**config.mk**
```make
export PLATFORM = sky130hd
export DESIGN_NAME = bar_scheduler
export DESIGN_NICKNAME = d
export VERILOG_FILES = /design/src/rtl/bar_scheduler.sv
export SDC_FILE = /design/constraint.sdc
export NUM_CORES = 2
export LEC_CHECK = 0
export ABC_AREA = 1
export BUFFER_PORTS_ARGS = -buffer_cell sky130_fd_sc_hd__buf_2
export CAP_MARGIN = 25
export CELL_PAD_IN_SITES_DETAIL_PLACEMENT = 1
export CELL_PAD_IN_SITES_GLOBAL_PLACEMENT = 2
export CORE_UTILIZATION = 30
export DETAILED_ROUTE_END_ITERATION = 12
export MAX_ROUTING_LAYER = met4
export PLACE_DENSITY_LB_ADDON = 0.1
export SYNTH_ARGS = -nofsm -noshare
export SYNTH_HDL_FRONTEND = slang
export SYNTH_SLANG_ARGS = --single-unit
export TNS_END_PERCENT = 30
```
**constraint.sdc**
```tcl
create_clock -name clk_vga_i -period 6.3 [get_ports clk_vga_i]
set_input_delay 0 -clock clk_vga_i [delete_from_list [all_inputs] [get_ports clk_vga_i]]
set_output_delay 0 -clock clk_vga_i [all_outputs]
set_load 0.01 [all_outputs]
```
**src/rtl/bar_scheduler.sv**
```systemverilog
// Bar-graph level scheduler: captures one target level per bar, then eases the displayed levels
// towards those targets in a one-bar-per-cycle pass during vertical blank.
// Optional peak-hold tracking is compiled in when BAR_PEAK_HOLD_EN is defined.
module bar_scheduler #(
    parameter int unsigned NUM_BARS = 80,
    parameter int unsigned STEP     = 1
) (
    input  logic       clk_vga_i,
    input  logic       reset_i,
    input  logic       sample_valid_i,
    output logic       sample_ready_o,
    input  logic [9:0] wave_sample_i,
    input  logic       frame_start_i,
    input  logic [6:0] rd_idx_i,
    output logic [4:0] rd_vol_o,
    output logic [4:0] rd_peak_o,
    output logic       busy_o,
    output logic       overrun_o
);

    localparam int unsigned    IdxW    = $clog2(NUM_BARS);
    localparam logic [IdxW-1:0] LastIdx = IdxW'(NUM_BARS - 1);
    localparam logic [5:0]     StepW   = 6'(STEP);

    typedef enum logic [0:0] {StCapture, StSmooth} state_e;

    state_e          state_q;
    logic [IdxW-1:0] wr_ptr_q;
    logic [IdxW-1:0] scan_q;
    logic            overrun_q;
    logic [4:0]      bin_q [NUM_BARS];
    logic [4:0]      vol_q [NUM_BARS];

    logic [4:0]      sample_bin;
    logic [4:0]      cur_bin;
    logic [4:0]      cur_vol;
    logic [5:0]      diff;
    logic [4:0]      vol_new;
    logic            rd_in_range;
    logic [IdxW-1:0] rd_sel;
    logic            unused_wave_lsbs;

    // Negative samples collapse to an empty bar.
    assign sample_bin       = wave_sample_i[9] ? wave_sample_i[8:4] : 5'd0;
    assign unused_wave_lsbs = ^wave_sample_i[3:0];

    // Move the bar being visited at most STEP towards its target; never overshoots.
    always_comb begin
        cur_bin = bin_q[scan_q];
        cur_vol = vol_q[scan_q];
        diff    = 6'd0;
        vol_new = cur_vol;
        if (cur_bin > cur_vol) begin
            diff    = {1'b0, cur_bin} - {1'b0, cur_vol};
            vol_new = (diff > StepW) ? cur_vol + StepW[4:0] : cur_bin;
        end else if (cur_bin < cur_vol) begin
            diff    = {1'b0, cur_vol} - {1'b0, cur_bin};
            vol_new = (diff > StepW) ? cur_vol - StepW[4:0] : cur_bin;
        end
    end

    always_ff @(posedge clk_vga_i) begin
        if (reset_i) begin
            state_q   <= StCapture;
            wr_ptr_q  <= '0;
            scan_q    <= '0;
            overrun_q <= 1'b0;
            for (int i = 0; i < int'(NUM_BARS); i++) begin
                bin_q[i] <= '0;
                vol_q[i] <= '0;
            end
        end else begin
            unique case (state_q)
                StCapture: begin
                    if (sample_valid_i) begin
                        bin_q[wr_ptr_q] <= sample_bin;
                        wr_ptr_q        <= (wr_ptr_q == LastIdx) ? '0 : wr_ptr_q + IdxW'(1);
                    end
                    if (frame_start_i) begin
                        state_q <= StSmooth;
                        scan_q  <= '0;
                    end
                end
                StSmooth: begin
                    vol_q[scan_q] <= vol_new;
                    // A new frame cannot restart an unfinished pass; just flag it.
                    if (frame_start_i) begin
                        overrun_q <= 1'b1;
                    end
                    if (scan_q == LastIdx) begin
                        state_q <= StCapture;
                        scan_q  <= '0;
                    end else begin
                        scan_q <= scan_q + IdxW'(1);
                    end
                end
                default: state_q <= StCapture;
            endcase
        end
    end

    assign sample_ready_o = (state_q == StCapture);
    assign busy_o         = (state_q == StSmooth);
    assign overrun_o      = overrun_q;

    assign rd_in_range = (32'(rd_idx_i) < NUM_BARS);
    assign rd_sel      = rd_idx_i[IdxW-1:0];
    assign rd_vol_o    = rd_in_range ? vol_q[rd_sel] : 5'd0;

`ifdef BAR_PEAK_HOLD_EN
    logic [4:0] peak_q [NUM_BARS];
    logic [5:0] hcnt_q [NUM_BARS];

    // Peaks latch the new level, hold for 59 further passes, then decay one step per pass.
    always_ff @(posedge clk_vga_i) begin
        if (reset_i) begin
            for (int i = 0; i < int'(NUM_BARS); i++) begin
                peak_q[i] <= '0;
                hcnt_q[i] <= '0;
            end
        end else if (state_q == StSmooth) begin
            if (vol_new >= peak_q[scan_q]) begin
                peak_q[scan_q] <= vol_new;
                hcnt_q[scan_q] <= 6'd59;
            end else if (hcnt_q[scan_q] != 6'd0) begin
                hcnt_q[scan_q] <= hcnt_q[scan_q] - 6'd1;
            end else begin
                peak_q[scan_q] <= (peak_q[scan_q] - 5'd1 > vol_new) ?
                                  peak_q[scan_q] - 5'd1 : vol_new;
            end
        end
    end

    assign rd_peak_o = rd_in_range ? peak_q[rd_sel] : 5'd0;
`else
    assign rd_peak_o = 5'd0;
`endif

endmodule

```
* Word level (Yosys, flattened, before mapping) *
Memories as Yosys holds them, arrays and structs flattened. A register that Yosys moved wholly into a read port is not among the register bits.
Cells that the tools add are included.

cells by class
  multiplexer cells = 32
  add/subtract/negate cells = 6
  eq/ne operators = 3
  reduce and logical (&&, ||, !) cells = 4
  magnitude comparators = 5
  bitwise gates (word level) = 1

operators by type and width
  operator             count
  $mux 7               9
  $mux 5               8
  $add 7x1->7 const B  2
  $eq 7x7->1 const B   2
  $pmux 7 s2           1
  $mux 1               13
  $gt 6x1->1 const B   2
  $sub 5x5->6          2
  $reduce_or 5->1      2
  $lt 7x7->1 const B   1
  $add 5x1->5 const B  1
  $gt 5x5->1           1
  $lt 5x5->1           1
  $sub 5x1->5 const B  1
  $reduce_and 2->1     2
  $ne 2x1->1 const B   1
  $pmux 1 s2           1
  $not 1->1            1

storage, ports and cells
  memories kept = 2
  word-level logic and storage cells = 57
  bits in registers = 16
  output and inout port bits = 13
  bits in writable memories = 800

memories
  name   depth  width  rd ports  clocked after Yosys merged registers in  write ports  line  text
  bin_q  80     5      1         1                                        80           31    logic [4:0] bin_q [NUM_BARS];
  vol_q  80     5      2         1                                        80           32    logic [4:0] vol_q [NUM_BARS];

* Depth between registers and ports, before layout *
  depth in word-level cells = 6
  mapped depth = 32

* Worst setup path before layout *
Ideal clock, no wire load.

  path type = flip-flop to flip-flop
  start point = register with a tool-made name
  end point = memory vol_q[100][2] (data pin)
  arrival time = 4.309 ns
  stages on the path, launching flop included = 25
  path slack = 1.684 ns
  required time = 5.993 ns
  path buffers = 4
  cell sequence = dfxtp_1 -> buf_2 -> inv_2 -> clkbuf_1 -> buf_1 -> nand2_1 -> nand3_1 -> nand2_1 -> nand2_1 -> nand3_1 -> nand2_1 -> nand2_1 -> and2_1 -> ha_1 -> fa_1 -> o21ai_1 -> nand2_1 -> a21oi_1 -> inv_2 -> a211oi_2 -> inv_1 -> o221ai_1 -> nand2_2 -> buf_2 -> inv_1

RTL lines
  element        line
  end, declared  32

==> impl_results.md <==
- Outcome: complete, no violations
- Worst-Skew Late Latency: 0.83 ns
- Commonest non-fill, non-tap cell in the layout: nand2_1
- I/O pins: 34
- Via density: 5.12
- DIE AREA: 211,000 um^2
- Crit-path most repeated cell: nand2_1
- Startpoint types: flip-flop
- Setup Buffers After CTS: 0
- CTS clk-pin slew, worst paths: 0.06 ns
- WS Path Type: reg2reg
- Slew Limit Headroom: 29.3%
- CP arrival: 6.44 ns
- Part of the Yosys area used for sequential elements: 61.9%
- Setup TNS: 0 ns
- Root buf cell: clkbuf_16
- Leakage: 25.7 nW
- First-pass GRT wire length: 345,000 um
- Worst hold-check path type: in2reg
- WL per Instance: 24.8 um
- Global Route Usage Sum: 22.8%
- Synth Register Bits: 1,303
- WP data required: 6.86 ns
- Routed WL: 235,000 um
- DP HPWL: 145,000 um
- Mux contribution to synthesized area: 0%
- CTS tree: yes
- Worst setup EP type: flip-flop
- Commonest cells after routing, fill and taps aside: nand2_1 (1,388), edfxtp_1 (1,280), nor2_1 (1,241), nand3_1 (741), o21ai_0 (543)
- CTS Buf Count: 161
- Number of remaining DRC errors: 0
- Initial antenna violation count: 3
- Die Span Y: 460 um
- Number of enable flip-flop cells after synthesis: 1,280
- CTS HTree Levels: 4
- Critical-path top delay cell: dfxtp_4
- Area delta synth->final: 13.1%
- Worst R2R Path Depth: 28
- CP Capture Point: vol_q[16][4]$_SDFFCE_PN0P_
- Pwr dens: 313 nW/um^2
- Total congestion overflow: 0
- Final Hold Viols: 0
- R2r endpoint: vol_q[16][4]$_SDFFCE_PN0P_
- Synthesis Warnings: 0
- Worst slew pin tran: 1.05 ns
- Die width: 460 um
- Fin. max-slew vios: 0
- Compound-Gate Fraction of Synth Area: 9.73%
- FF-to-FF setup slack: 0.42 ns
- Sw frac: 29.5%
- ANT nets after route: 0
- Max FO, Critical Path: 47
- Syn Area/Cell: 9.39 um^2
- Cells after Synth: 6,699
- CTS Hold Buffers Added: 11
- RePlAce Congestion: 0.811
- Largest family of logic cells by synthesized area: simple AND/OR/NAND/NOR gates
- Yosys cell types: 42
- Max-cap violation count: 0
- Post-synthesis xor/xnor area fraction: 0.0696%
- Vias: 48,500
- Max rail drop VDD: 393 uV
- Total Power: 22.2 mW
- CTS sink cnt: 1,303
- NumNets Final: 6,603
- Largest net degree at the start of global routing: 95
- FP Rows: 167
- Fmax: 170 MHz
- Sw power: 6.55 mW
- Final setup violation count: 0
- Post-synth ARST share: 0%
- Clock Path Buffers: 3
- Simple-Gate Fraction of Synth Area: 21.9%
- Slowest stage delay, CP: 0.62 ns
- Post-cts resize count: 0
- Initial Util: 30.3%
- Layout cells sized above 1: 6.54%
- Post-Synth Adder-Cell Area: 0.342%
- Dominant synthesized flop cell: edfxtp_1
- Combinational Power Share: 15.0%
- Util after Layout: 34.2%
- RSZ-0062 raised after global routing: no
- Pint: 15.7 mW
- Core ar.: 208,000 um^2
- Minimum clock period: 5.88 ns
- Synth Cell Area: 62,900 um^2
- TritonRoute pass-1 iters: 6
- Clock power frac: 39.6%
- Fillers: 23,600
- Starting DRT DRC Count: 3,164
- Seq pwr share: 45.5%
- Final Cycle Share: 93.4%
- Skew final: 0.0201 ns
- # port buffers: 24
- Number of global-route vias before repair: 50,500
## synth_stat cells (all sizes together) (12+ instances only)
cell type	number	area, um^2
nand2	1400	5270
edfxtp	1280	38400
nor2	1242	4660
nand3	743	3730
o21ai	574	2890
inv	367	1380
buf	257	1520
a21oi	239	1200
clkbuf	236	886
o22ai	178	1110
o221ai	63	552
dfxtp	23	460
o211ai	23	183
ha	14	175
clkinv	12	45.0
## area by class of cell
type | count | area (um^2) | area share [%]
well taps | 2788 | 3490 | 4.91
clock buffers | 201 | 4220 | 5.94
inverters | 379 | 1460 | 2.05
flip-flops and latches | 1303 | 38900 | 54.7
clock inverters | 79 | 639 | 0.899
multi-input cells | 4528 | 20300 | 28.5
repair buffers | 193 | 2130 | 2.99
diodes | 4 | 10.0 | 0.0141
## worst max-delay path: cells and delay by family, from the launching register on
| kind | cells | cell delay, ns |
|---|---|---|
| adder cells (fa/ha/maj) | 1 | 0.44 |
| AND/OR/NAND/NOR | 17 | 2.38 |
| flip-flops | 1 | 0.62 |
| AO/OA/AOI/OAI | 3 | 0.49 |
| buffers and inverters | 7 | 1.54 |
## cell families (layout without fill, tap and decap cells)
group / count (synthesis) / in the layout
other cells: 1 / 9
fa+ha+maj: 16 / 16
flops: 1303 / 1303
xor+xnor: 5 / 5
simple gates: 3405 / 3405
compound gates: 1097 / 1097
buf+inv: 872 / 852
## power by group through the flow
stage / clock network (mW) / registers [mW] / logic (mW)
floorplan: 0 / 10.2 / 1.86
global placement: 0 / 10.3 / 3.35
detailed placement: 0 / 10.3 / 3.38
CTS: 9.04 / 10.1 / 3.39
global route: 9.33 / 10.1 / 3.61
finish: 8.79 / 10.1 / 3.33
## registers in the layout, indices dropped and copies added, names as in the netlist, named ones only
signal	flops
vol_q	640
bin_q	640
busy_o	1
scan_q	7
overrun_o	1
wr_ptr_q	7
## per-stage QoR
stage          setup WS (ns)  hold slack (ns)  cells  area [um^2]
3_5_place_dp           0.438            0.416   9180        66100
3_3_place_gp           0.415            0.418   9176        66000
6_report               0.415            0.165   9475        71100
5_1_grt               0.0531            0.174   9474        71100
4_1_cts                0.418           0.0835   9471        71100
2_1_floorplan           1.68            0.145   6703        62900
## worst min-delay path by stage
stage                                       from                endpoint  slack [ns]  cells after the start
after floorplan                    frame_start_i  overrun_o$_SDFFE_PP0P_        0.14                      2
after global placement    overrun_o$_SDFFE_PP0P_               overrun_o        0.42                      1
after detailed placement  overrun_o$_SDFFE_PP0P_               overrun_o        0.42                      1
after CTS                          frame_start_i  overrun_o$_SDFFE_PP0P_        0.08                      4
after global routing               frame_start_i  overrun_o$_SDFFE_PP0P_        0.17                      4
final                              frame_start_i  overrun_o$_SDFFE_PP0P_        0.17                      4
## routing by layer
metal	up-vias	GRT usage (%)	share of wire (%)
met5	-	-	0
met3	350	2.48	3.1
met2	774	38.3	49
met4	0	6.56	2.6
li1	22800	-	-
met1	24600	28.8	45
No activity file was read; power rests on OpenSTA's default activity.
